[src/rtl/fixed_mac_pkg.sv]
// Shared types and constants for the fixed-point block MAC.
// Build option: define FIXED_MAC_SAT_EN to saturate the 24-bit result instead of wrapping.
package fixed_mac_pkg;

   localparam int unsigned COEF_W  = 12;
   localparam int unsigned OUT_W   = 24;
   localparam int          SAT_MAX = 8388607;
   localparam int          SAT_MIN = -8388608;

   typedef enum logic [1:0] {
      ST_IDLE,
      ST_ACC,
      ST_HOLD
   } state_t;

   // Accumulator width: signed product (data + zero-extended coef) plus block growth bits.
   function automatic int unsigned acc_width(input int unsigned data_w, input int unsigned acc_len);
      return data_w + COEF_W + 1 + $clog2(acc_len);
   endfunction

endpackage

[src/rtl/fixed_mac_sat.sv]
// Reduces the wide accumulator to the 24-bit signed result.
// FIXED_MAC_SAT_EN defined: clamp to the 24-bit signed range; undefined: keep the low 24 bits.
module fixed_mac_sat
   import fixed_mac_pkg::*;
#(
   parameter int unsigned ACC_W = 32
) (
   input  logic signed [ACC_W-1:0] acc,
   output logic signed [OUT_W-1:0] result_c
);

`ifdef FIXED_MAC_SAT_EN
   // Clamp out-of-range sums to the nearest representable 24-bit value.
   always_comb begin
      if (acc > ACC_W'(SAT_MAX)) begin
         result_c = OUT_W'(SAT_MAX);
      end else if (acc < ACC_W'(SAT_MIN)) begin
         result_c = OUT_W'(SAT_MIN);
      end else begin
         result_c = acc[OUT_W-1:0];
      end
   end
`else
   // Two's-complement wrap: the upper accumulator bits are simply dropped.
   logic unused_hi;
   assign unused_hi = ^acc[ACC_W-1:OUT_W];
   assign result_c  = acc[OUT_W-1:0];
`endif

endmodule

[src/rtl/fixed_mac.sv]
// Block multiply-accumulate: sums ACC_LEN samples times a per-block coefficient,
// then holds the 24-bit result until downstream takes it.
// Build option: FIXED_MAC_SAT_EN selects saturation of the result (see fixed_mac_sat).
module fixed_mac
   import fixed_mac_pkg::*;
#(
   parameter int unsigned DATA_W  = 16,
   parameter int unsigned ACC_LEN = 8
) (
   input  logic                     FIXED_MAC_clk,
   input  logic                     FIXED_MAC_reset,
   input  logic                     FIXED_MAC_init,
   input  logic                     FIXED_MAC_in_disable,
   input  logic [COEF_W-1:0]        FIXED_MAC_in_coef_12,
   input  logic signed [DATA_W-1:0] FIXED_MAC_in_data,
   input  logic                     FIXED_MAC_in_valid,
   output logic                     FIXED_MAC_out_in_ready,
   output logic signed [OUT_W-1:0]  FIXED_MAC_out_result_24,
   output logic                     FIXED_MAC_out_valid,
   input  logic                     FIXED_MAC_in_out_ready
);

   localparam int unsigned PROD_W = DATA_W + COEF_W + 1;
   localparam int unsigned ACC_W  = acc_width(DATA_W, ACC_LEN);
   localparam int unsigned CNT_W  = $clog2(ACC_LEN) + 1;

   state_t                  state_q, state_d;
   logic [COEF_W-1:0]       coef_q, coef_d, mul_coef;
   logic signed [ACC_W-1:0] acc_q, acc_d, acc_base, acc_sum;
   logic [CNT_W-1:0]        cnt_q, cnt_d;
   logic signed [OUT_W-1:0] res_q, res_d, sat_c;
   logic                    vld_q, vld_d;
   logic signed [PROD_W-1:0] prod;
   logic                    reset_i;
   logic                    accept;

   assign reset_i = FIXED_MAC_reset | FIXED_MAC_init;

   // Ready is withdrawn while a result is pending or the block is frozen.
   assign FIXED_MAC_out_in_ready = (state_q != ST_HOLD) && !FIXED_MAC_in_disable;
   assign accept                 = FIXED_MAC_in_valid & FIXED_MAC_out_in_ready;

   // First sample of a block uses the live coefficient and a zero base; later ones use the latched coef.
   always_comb begin
      mul_coef = (state_q == ST_IDLE) ? FIXED_MAC_in_coef_12 : coef_q;
      acc_base = (state_q == ST_IDLE) ? '0 : acc_q;
      prod     = PROD_W'(FIXED_MAC_in_data) * PROD_W'($signed({1'b0, mul_coef}));
      acc_sum  = acc_base + ACC_W'(prod);
   end

   fixed_mac_sat #(
      .ACC_W (ACC_W)
   ) u_sat (
      .acc      (acc_sum),
      .result_c (sat_c)
   );

   // Next-state and next-register values.
   always_comb begin
      state_d = state_q;
      coef_d  = coef_q;
      acc_d   = acc_q;
      cnt_d   = cnt_q;
      res_d   = res_q;
      vld_d   = vld_q;
      case (state_q)
         ST_IDLE: begin
            if (accept) begin
               coef_d  = FIXED_MAC_in_coef_12;
               acc_d   = acc_sum;
               cnt_d   = CNT_W'(1);
               state_d = ST_ACC;
            end
         end
         ST_ACC: begin
            if (accept) begin
               acc_d = acc_sum;
               cnt_d = cnt_q + CNT_W'(1);
               if (cnt_q == CNT_W'(ACC_LEN - 1)) begin
                  state_d = ST_HOLD;
                  vld_d   = 1'b1;
                  res_d   = sat_c;
               end
            end
         end
         ST_HOLD: begin
            if (!FIXED_MAC_in_disable && FIXED_MAC_in_out_ready) begin
               state_d = ST_IDLE;
               vld_d   = 1'b0;
               acc_d   = '0;
               cnt_d   = '0;
            end
         end
         default: begin
            state_d = ST_IDLE;
         end
      endcase
   end

   // State and datapath registers; reset/init dominate everything.
   always_ff @(posedge FIXED_MAC_clk) begin
      if (reset_i) begin
         state_q <= ST_IDLE;
         coef_q  <= '0;
         acc_q   <= '0;
         cnt_q   <= '0;
         res_q   <= '0;
         vld_q   <= 1'b0;
      end else begin
         state_q <= state_d;
         coef_q  <= coef_d;
         acc_q   <= acc_d;
         cnt_q   <= cnt_d;
         res_q   <= res_d;
         vld_q   <= vld_d;
      end
   end

   assign FIXED_MAC_out_result_24 = res_q;
   assign FIXED_MAC_out_valid     = vld_q;

endmodule
[config.mk]
export PLATFORM = sky130hd
export DESIGN_NAME = fixed_mac
export DESIGN_NICKNAME = d
export VERILOG_FILES = /design/src/rtl/fixed_mac_pkg.sv /design/src/rtl/fixed_mac_sat.sv /design/src/rtl/fixed_mac.sv
export SDC_FILE = /design/constraint.sdc
export NUM_CORES = 1
export LEC_CHECK = 0
export CORE_MARGIN = 8
export CORE_UTILIZATION = 35
export DETAILED_ROUTE_END_ITERATION = 10
export DONT_BUFFER_PORTS = 1
export SLEW_MARGIN = 25
export SYNTH_ARGS = -nofsm -noshare
export SYNTH_HDL_FRONTEND = slang
export SYNTH_SLANG_ARGS = --single-unit
[constraint.sdc]
create_clock -name FIXED_MAC_clk -period 11.55 [get_ports FIXED_MAC_clk]
set_input_delay 2.31 -clock FIXED_MAC_clk [delete_from_list [all_inputs] [get_ports FIXED_MAC_clk]]
set_output_delay 2.31 -clock FIXED_MAC_clk [all_outputs]
set_load 0.05 [all_outputs]
==> summary.md <==
| Metric | Value |
|---|---|
| Fin crit period | `7.86 ns` |
| Worst Setup Start Kind | `primary input` |
| Status | `completed` |
| Initial Utilization | `35.3%` |
| Worst path cell trace | `mux2i_1, buf_4, nor2b_1, fa_1, inv_1, fa_1, inv_1, fa_1, inv_1, fa_1, inv_1, fa_1, inv_1, fa_1, inv_1, ha_1, a21oi_1, o21ai_0, a32o_1, a311oi_1, o31ai_1, xnor2_1, a32o_1` |
| Hold Buf Count CTS | `0` |
| Total global-route track usage | `14.2%` |
| FMAX | `127 MHz` |
| Seq/Total Area, Yosys | `13.8%` |
| Commonest non-fill, non-tap cell in the layout | `inv_1` |
| Clk buf depth | `2` |
| Max FO, Critical Path | `16` |
| CP endpoint kind | `flip-flop` |
| Root Buffer | `clkbuf_16` |
| Nets | `1361` |
| Min-Delay Path Class | `reg2reg` |
| Power per cell area | `298 nW/um^2` |
| Post-route ant nets | `0` |
| Post-Synthesis Net Count | `1395` |
| Post-Syn Area | `9750 sq um` |
| WL per Instance | `15.6 um` |
| GPL Wtd Cong | `0.845` |
| Pin count of the biggest net entering global routing | `65` |
| Die Y | `183 um` |
| RSZ-0062 raised after global routing | `false` |
| Pins Over Slew Limit | `0` |
| Max incr delay on CP | `0.53 ns` |
| Io pins | `60` |
| Initial antenna violation count | `0` |
| Setup TNS | `0 ns` |
| Synth unique cells | `50` |
| H-tree Lvls | `3` |
| Core ar. | `27600 sq um` |
| Total CTS buffers | `9` |
| Ys Warns | `0` |
| Clk Latency, worst-skew pair | `0.33 ns` |
| Yosys reg bits | `67` |
| Least-Margin Pin Slew | `0.989 ns` |
| Vias per cell | `4.84` |
| CTS Sinks | `67` |
| WP data required | `11.77 ns` |
| HPWL after DPL | `18.4 mm` |
| Final setup fails | `0` |
| Worst path bufs/invs | `7` |
| Remaining Overflow, GRT | `0` |
| Fraction of layout cells with a size suffix above 1 | `4.11%` |
| Clk_skew | `0.00906 ns` |
| Number of global-route vias before repair | `7503` |
| Post-route cell area | `10400 sq um` |
| DIE AREA | `33500 sq um` |
| Synth Area per Inst | `8.67 sq um` |
| Chip Width | `183 um` |
| Synth-to-Final Area Change | `6.71%` |
| Leak | `4.84 nW` |
| Syn Inst Count | `1124` |
| Slowest-stage cell, CP | `fa_1` |
| DRT Wirelength | `22.9 mm` |
| TritonCTS clock tree | `done` |
| Post-DP Area | `10100 sq um` |
| Final Hold Fails | `0` |
| Worst setup path class | `in2reg` |
| Post-CTS Setup Inserts | `0` |
| DR vias | `7132` |
| Most frequent cells in the layout | `214 x inv_1, 169 x fa_1, 161 x nand2_1, 78 x nor2b_1, 68 x ha_1` |
| Std cell rows | `61` |
| PortBufs | `0` |
| Rel. slew slack | `34.1%` |
| Worst EP arrival | `8.07 ns` |
| FFs w/ async S/R, synth | `0%` |
| Period utilisation layout | `68.0%` |
| # DRC | `0` |
| Post-synth EDFFs | `0` |
| Max rail drop VDD | `0.259 mV` |
| Delay-heaviest family, CP | `adder cells` |
| Top_reg_cell synth | `dfxtp_1` |
| First-pass GRT wire length | `38.4 mm` |
| DRT Pass-1 Iters | `5` |
| # Max-Cap Violations | `0` |
| Drt first-iter violations | `333` |
| Clock-pin slew on the worst setup and hold paths | `0.06 ns` |
| N_diodes | `0` |
| Resized cells post-CTS | `0` |
## flip-flops by register name (all words and copies together), names as in the netlist
| name | flops |
|---|---|
| FIXED_MAC_out_result_24 | 24 |
| acc_q | 24 |
| coef_q | 12 |
| cnt_q | 4 |
| state_q | 2 |
| FIXED_MAC_out_valid | 1 |
## where the power goes
group / leakage [nW] / internal (mW) / switching, mW
registers: 0.541 / 0.257 / 0.0168
clock network: 0.159 / 0.189 / 0.105
logic: 4.14 / 1.04 / 1.49
total: 4.84 / 1.49 / 1.61
## layer usage
metal	share of wire (%)	wire, um	GRT usage (%)
met1	42	9680	17.3
met3	3.6	835	2.31
met4	1.5	345	2.83
met5	0	0	0
met2	53	12100	26.0
## cells in the mapped netlist (4+ instances only)
cell type	n	area share, %
nor3b_1	4	0.31
xor2_1	9	0.81
dfxtp_1	67	14
mux2_2	7	0.81
a21oi_1	52	2.7
a21o_1	8	0.62
xnor2_1	27	2.4
nand2b_1	22	1.4
nand2_1	161	6.2
nor2b_1	78	5.0
nand3_1	11	0.56
fa_1	169	35
and3_1	5	0.32
ha_1	68	8.7
a22oi_1	17	1.3
nor3_1	7	0.36
o21bai_1	4	0.31
a32o_1	5	0.51
a31o_2	4	0.36
o21ai_0	8	0.41
mux2i_1	10	1.0
o211ai_1	7	0.54
and2_1	34	2.2
or3_1	6	0.39
inv_1	214	8.2
clkbuf_1	51	2.0
nor2_1	40	1.5
## cell type report
class	instances	area [sq um]
fillers	2919	17200
multi-input cells	789	7400
flip-flops and latches	67	1340
inverters	214	803
well taps	378	473
clock buffers	9	225
clock inverters	7	92.6
repair buffers	9	67.6
## metrics by stage
step	hold slack, ns	cells	setup slack, ns	util (%)	power [mW]
finish	0.453	1473	3.69	37.7	3.10
global route	0.477	1473	3.46	37.7	3.46
CTS	0.456	1473	3.76	37.6	3.15
detailed placement	0.448	1457	3.43	36.5	2.83
global placement	0.439	1457	3.51	36.5	2.81
floorplan	0.429	1124	3.55	-	2.23
## worst paths after layout
kind | from | to | slack, ns | cells past startpoint
setup / recovery | FIXED_MAC_in_coef_12[1] | acc_q[23] | 3.69 | 23
hold / removal | coef_q[2] | coef_q[2] | 0.45 | 2
setup reg to reg | state_q[1] | acc_q[23] | 4.53 | 26
hold reg to reg | coef_q[2] | coef_q[2] | 0.45 | 2
## logic make-up (layout without fill, tap and decap cells)
| logic type | count (synthesis) | after routing | share of synthesized area (%) |
|---|---|---|---|
| buffers and inverters | 268 | 239 | 10.4 |
| and+or+nand+nor | 379 | 379 | 19.1 |
| xor gates and xnor gates | 37 | 37 | 3.40 |
| AOI/OAI and AO/OA | 118 | 118 | 7.92 |
| DFF | 67 | 67 | 13.8 |
| adders and majority gates | 237 | 237 | 43.4 |
| muxes | 18 | 18 | 1.99 |
## worst reg2reg max path, cell delays in order (launching register included)
cell and delay [ns]:
dfxtp_1 0.34, inv_1 0.13, ha_1 0.16, buf_4 0.39
mux2i_1 0.27, buf_4 0.24, nor2b_1 0.10, fa_1 0.53
inv_1 0.05, fa_1 0.47, inv_1 0.05, fa_1 0.50
inv_1 0.06, fa_1 0.52, inv_1 0.05, fa_1 0.47
inv_1 0.05, fa_1 0.47, inv_1 0.04, ha_1 0.34
a21oi_1 0.17, o21ai_0 0.20, a32o_1 0.34, a311oi_1 0.44
o31ai_1 0.17, xnor2_1 0.17, a32o_1 0.23
(Power assumes the default switching activity.)
